==> src/rtl/step_pulse_gen.sv <==
// step_pulse_gen: turns a bouncy active-low push button into clean one-cycle
// step pulses on `enable`, with an optional hold-to-repeat mode and a
// free-running auto-step mode selected by a slide switch.
// Optional feature macro: STEP_PULSE_GEN_REPEAT_EN (auto-repeat while held).
// The default build has the macro undefined and gives one pulse per press.
module step_pulse_gen #(
    parameter int DEBOUNCE_CYCLES = 1000000,
    parameter int HOLD_CYCLES     = 25000000,
    parameter int REPEAT_PERIOD   = 10000000,
    parameter int AUTO_PERIOD     = 50000000
) (
    input  logic clock,
    input  logic reset,
    input  logic key_n,
    input  logic auto,
    output logic enable,
    output logic pressed,
    output logic auto_active
);

    localparam int MAX_A = (DEBOUNCE_CYCLES > HOLD_CYCLES) ? DEBOUNCE_CYCLES : HOLD_CYCLES;
    localparam int MAX_B = (REPEAT_PERIOD > AUTO_PERIOD) ? REPEAT_PERIOD : AUTO_PERIOD;
    localparam int MAX_P = (MAX_A > MAX_B) ? MAX_A : MAX_B;
    localparam int TW    = $clog2(MAX_P);

    localparam logic [TW-1:0] DB_LAST   = TW'(DEBOUNCE_CYCLES - 1);
    localparam logic [TW-1:0] AUTO_LAST = TW'(AUTO_PERIOD - 1);
`ifdef STEP_PULSE_GEN_REPEAT_EN
    localparam logic [TW-1:0] HOLD_LAST   = TW'(HOLD_CYCLES - 1);
    localparam logic [TW-1:0] REPEAT_LAST = TW'(REPEAT_PERIOD - 1);
`endif

    typedef enum logic [2:0] {
        IDLE,
        HELD,
`ifdef STEP_PULSE_GEN_REPEAT_EN
        REPEAT,
`endif
        AUTO,
        WAIT_REL
    } state_t;

    state_t        state;
    state_t        state_next;
    logic [TW-1:0] tmr;
    logic [TW-1:0] tmr_next;
    logic          pulse_next;

    logic [1:0]    key_sync;
    logic [1:0]    auto_sync;
    logic          key_s;
    logic          auto_s;
    logic [TW-1:0] db_cnt;
    logic          press_rise;
    logic [1:0]    sync_cnt;
    logic          armed;

    assign key_s  = ~key_sync[1];
    assign auto_s = auto_sync[1];

    // The debounced level is about to rise on this edge; lets IDLE pulse in the same cycle.
    assign press_rise = key_s & ~pressed & (db_cnt == DB_LAST);

    // Two-flop synchronizers; the key chain idles at "released" so reset never looks like a press.
    always_ff @(posedge clock) begin
        if (reset) begin
            key_sync  <= 2'b11;
            auto_sync <= 2'b00;
        end else begin
            key_sync  <= {key_sync[0], key_n};
            auto_sync <= {auto_sync[0], auto};
        end
    end

    // Debounce: the synchronized key must differ from `pressed` for DEBOUNCE_CYCLES in a row.
    always_ff @(posedge clock) begin
        if (reset) begin
            db_cnt  <= '0;
            pressed <= 1'b0;
        end else if (key_s == pressed) begin
            db_cnt <= '0;
        end else if (db_cnt == DB_LAST) begin
            pressed <= key_s;
            db_cnt  <= '0;
        end else begin
            db_cnt <= db_cnt + TW'(1);
        end
    end

    // Arm pressing only once a genuine release has been seen, so a button held through reset gives no pulse.
    always_ff @(posedge clock) begin
        if (reset) begin
            sync_cnt <= 2'd0;
            armed    <= 1'b0;
        end else begin
            if (sync_cnt != 2'd2) begin
                sync_cnt <= sync_cnt + 2'd1;
            end
            if (sync_cnt == 2'd2 && !key_s) begin
                armed <= 1'b1;
            end
        end
    end

    // Next-state, timer and pulse decision; auto mode entry overrides everything else.
    always_comb begin
        state_next = state;
        tmr_next   = tmr;
        pulse_next = 1'b0;
        if (auto_s && state != AUTO) begin
            state_next = AUTO;
            tmr_next   = '0;
        end else begin
            case (state)
                IDLE: begin
                    tmr_next = '0;
                    if (press_rise) begin
                        if (armed) begin
                            pulse_next = 1'b1;
                            state_next = HELD;
                        end else begin
                            state_next = WAIT_REL;
                        end
                    end
                end
                HELD: begin
                    if (!pressed) begin
                        state_next = IDLE;
                        tmr_next   = '0;
                    end else begin
`ifdef STEP_PULSE_GEN_REPEAT_EN
                        if (tmr == HOLD_LAST) begin
                            pulse_next = 1'b1;
                            state_next = REPEAT;
                            tmr_next   = '0;
                        end else begin
                            tmr_next = tmr + TW'(1);
                        end
`else
                        tmr_next = '0;
`endif
                    end
                end
`ifdef STEP_PULSE_GEN_REPEAT_EN
                REPEAT: begin
                    if (!pressed) begin
                        state_next = IDLE;
                        tmr_next   = '0;
                    end else if (tmr == REPEAT_LAST) begin
                        pulse_next = 1'b1;
                        tmr_next   = '0;
                    end else begin
                        tmr_next = tmr + TW'(1);
                    end
                end
`endif
                AUTO: begin
                    if (!auto_s) begin
                        state_next = pressed ? WAIT_REL : IDLE;
                        tmr_next   = '0;
                    end else if (tmr == AUTO_LAST) begin
                        pulse_next = 1'b1;
                        tmr_next   = '0;
                    end else begin
                        tmr_next = tmr + TW'(1);
                    end
                end
                WAIT_REL: begin
                    tmr_next = '0;
                    if (!pressed) begin
                        state_next = IDLE;
                    end
                end
                default: begin
                    state_next = IDLE;
                    tmr_next   = '0;
                end
            endcase
        end
    end

    // State, timer and registered outputs; enable is masked so it can never be high two cycles running.
    always_ff @(posedge clock) begin
        if (reset) begin
            state       <= IDLE;
            tmr         <= '0;
            enable      <= 1'b0;
            auto_active <= 1'b0;
        end else begin
            state       <= state_next;
            tmr         <= tmr_next;
            enable      <= pulse_next & ~enable;
            auto_active <= (state_next == AUTO);
        end
    end

endmodule

==> config.mk <==
export PLATFORM = sky130hd
export DESIGN_NAME = step_pulse_gen
export DESIGN_NICKNAME = d
export VERILOG_FILES = /design/src/rtl/step_pulse_gen.sv
export SDC_FILE = /design/constraint.sdc
export NUM_CORES = 1
export LEC_CHECK = 0
export ABC_AREA = 1
export CORE_MARGIN = 2
export CORE_UTILIZATION = 56
export DETAILED_ROUTE_END_ITERATION = 12
export GPL_TIMING_DRIVEN = 0
export PLACE_DENSITY = 0.76
export RECOVER_POWER = 50
export SKIP_LAST_GASP = 1
export SYNTH_ARGS = -nofsm -noshare
export SYNTH_HDL_FRONTEND = slang
export SYNTH_SLANG_ARGS = --single-unit
==> constraint.sdc <==
create_clock -name clock -period 1.5 [get_ports clock]
set_input_delay 0.3 -clock clock [delete_from_list [all_inputs] [get_ports clock]]
set_output_delay 0.3 -clock clock [all_outputs]
set_load 0.02 [all_outputs]
==> qor.yml <==
critical_path:
  cp_cell_sequence: "nand2_1, nor3_2, inv_1, nor2_2, nand4_4, nand2_4, buf_12, clkbuf_16, nor2_1"
  rr_worst_depth: 9
  rr_endpoint: "tmr[16]"
  path_class: "reg2reg"
  cp.required_ns: 1.74
  path_max_fanout: 5
  end_kind: "flip-flop"
  crit_slowest_cell: "dfxtp_2"
  critPathBufInv: 3
  path_delay_family: "simple AND/OR/NAND/NOR gates"
  cp.arrival_ns: 1.73
  r2r_slack_ns: 0.009
  cp-start-kind: "flip-flop"
  critPathMaxStageDelay_ns: 0.38
  r2r-start: "tmr[6]"
layout:
  finalNonFillerCells: 644
  area_delta_synth_final_pct: 27.6
  regArea_sq_um: 1330
  fin_area_sq_um: 4450
  drive_above_1_share_pct: 26.4
  diodes: 0
  layout.nets: 572
  multi_input_area_sq_um: 2160
  nFillCells: 449
pwr:
  p_int_mw: 2.60
  p_leak_nw: 1.58
  power_frac_clock_pct: 43.1
  power_frac_seq_pct: 52.8
  pwr-share-comb_pct: 4.2
  power_mw: 3.36
  switching_share_pct: 22.7
  switchingPower_mw: 0.765
  powerDensity_nw_per_um2: 756
  worst_ir_drop_vdd_v: 0.000816
sta:
  worst_slack_ns: 0.00851
  skew_ns: 0.0114
  hold_slack_ns: 0.406
  fin_crit_sh_pct: 99.4
  maxSlewViolCount: 0
  period_needed_ns: 1.49
  setup_viol: 0
  finalHoldViolations: 0
  max_clock_freq_mhz: 670
  grt_setup_unrepaired: "true"
grt:
  grt.overflow.total: 0
  grt_start_max_net_pins: 11
  grt_pass1_wl_um: 14800
  grt_pass1_vias: 3401
  gr-usage-all-layers_pct: 26.3
  antenna_found_initial: 0
place:
  post-place-ws_ns: -0.341
  place_inst: 600
  dp_hpwl_um: 6040
  gp_congestion: 0.935
  placed_area_sq_um: 3660
  io_buffers: 6
logic_synthesis:
  synth_cell_types: 35
  synthCells: 519
  syn_area_sq_um: 3490
  synth-seq-area-share_pct: 37.3
  synth_area_leaders: "dfxtp_1, nand2_1, nor2_1"
  ys_warn_count: 0
  synth_top_area_share_pct: 37.3
  synth_fp_nets: 527
  ys_seq_elements: 65
  yosysTopAreaCell: "dfxtp_1"
  avgSynthCellArea_sq_um: 6.72
hold_path:
  min_to: "auto_sync[1]"
  min_from: "auto_sync[0]"
  min_path_type: "reg2reg"
  holdPathStages: 2
drt:
  wl_per_cell_um: 14.0
  wirelength_um: 8990
  firstDrtPassIters: 5
  viasPerCell: 5.43
  num_vias: 3496
  first_iter_violations: 226
  drc: 0
  postRouteAntennaNets: 0
floorplanning:
  die-area_sq_um: 6880
  start_util_pct: 58.6
  die_h_um: 82.9
  num_rows: 28
  boundaryPins: 7
  coreArea_sq_um: 5960
  die_w_um: 82.9
clocking:
  h-tree-depth: 3
  worstSkewPairLatency_ns: 0.34
  cts.sinks: 65
  ctsHoldBuffers: 0
  tritoncts: "built"
  cts_buffers: 9
  clockRootBuffer: "clkbuf_8"
  cts_buffer_depth: 2
  clk_pin_slew_ns: 0.08
flow_run:
  maxCapViolCount: 0
status:
  status: "completed"
[per-stage QoR]
stage	util, %	setup TNS, ns
floorplan	-	0
global placement	61.5	-10.19
detailed placement	61.5	-11.37
CTS	69.9	-0.367
global route	74.8	-1.31
finish	74.8	0
[Yosys cell counts (all sizes together)]
master / count
nor2: 100
xor2: 10
clkbuf: 1
o31ai: 1
nand4: 16
conb: 1
inv: 71
a21oi: 39
dfxtp: 65
xnor2: 1
or2: 4
o21ai: 11
nand2: 133
nor3: 20
and2: 2
nand3b: 8
buf: 4
a21boi: 1
ha: 4
nand3: 25
nor3b: 1
a31oi: 1
[per-layer routing]
layer | track usage, % | up-vias | share of wire, %
met5 | 0 | - | 0
met1 | 30.9 | 1623 | 41
met4 | 12.1 | 0 | 2.4
li1 | - | 1740 | -
met3 | 4.27 | 25 | 4.6
met2 | 46.6 | 108 | 52
[worst reg2reg max path, cell delays in order, from the launching register on]
cell       delay, ns
dfxtp_2         0.38
nand2_1         0.08
nor3_2          0.15
inv_1           0.08
nor2_2          0.16
nand4_4         0.12
nand2_4         0.11
buf_12          0.13
clkbuf_16       0.14
nor2_1          0.04
[sequential cells by signal (all words and copies together) (netlist names)]
signal       cells
armed            1
tmr             26
sync_cnt         2
db_cnt          26
auto_sync        2
pressed          1
key_sync         2
enable           1
auto_active      1
state            3
[layout by cell type, fill, tap and decap left out, types with 4 or more instances in the layout]
cell / synthesis / final
xor2_1: 10 / 10
nand4_1: 15 / 15
inv_1: 69 / 64
dfxtp_2: 0 / 12
nand2_4: 2 / 4
a21oi_1: 28 / 17
nand2_1: 128 / 123
nand3b_1: 8 / 8
nor2_1: 92 / 75
nor2_2: 3 / 14
nand3_1: 24 / 22
nor3_2: 0 / 8
dfxtp_1: 65 / 50
buf_6: 2 / 8
nand2_2: 3 / 6
o21ai_0: 10 / 9
nor3_1: 19 / 9
buf_4: 2 / 18
a21oi_2: 11 / 22
nor2_4: 3 / 9
clkbuf_8: 0 / 13
inv_2: 2 / 6
[timing repair]
action,4_1_cts,5_1_grt
setup endpoints to repair,58,55
pin swaps,8,17
gates cloned,3,1
resized for setup,40,67
buffers inserted,16,8
[cell families after synthesis]
| family | after synthesis | synth area share (%) |
|---|---|---|
| other | 1 | 0.107 |
| AOI/OAI and AO/OA | 53 | 9.07 |
| adders and majority gates | 4 | 1.43 |
| and+or+nand+nor | 309 | 40.5 |
| DFF | 65 | 37.3 |
| xor gates and xnor gates | 11 | 2.76 |
| buffers and inverters | 76 | 8.82 |
[area by class of cell]
| class | count | share of cell area, % |
|---|---|---|
| multi-input combinational | 378 | 48.4 |
| sequential | 65 | 29.8 |
| timing repair buffer | 34 | 7.78 |
| inverter | 71 | 6.04 |
| clock buffer | 15 | 4.19 |
| tap | 75 | 2.11 |
| buffer | 5 | 1.49 |
| clock inverter | 1 | 0.169 |
[power by group through the flow]
stage | Sequential (mW) | Combinational, mW | Clock [mW]
finish | 1.78 | 0.141 | 1.45
global placement | 1.82 | 0.115 | 0
detailed placement | 1.82 | 0.126 | 0
floorplan | 1.81 | 0.0929 | 0
global route | 1.78 | 0.169 | 1.55
CTS | 1.78 | 0.137 | 1.47
[worst max path at each step]
stage                     startpoint  cells after the start  slack (ns)         end
after global routing          tmr[6]                      9       -0.06     tmr[16]
after floorplan               tmr[1]                      9       0.006     tmr[13]
after global placement         reset                      6       -0.30  db_cnt[20]
final                         tmr[6]                      9       0.009     tmr[16]
after detailed placement       reset                      7       -0.34  db_cnt[17]
after CTS                  db_cnt[0]                      7       -0.03   db_cnt[8]
No activity file was read; power rests on OpenSTA's default activity.
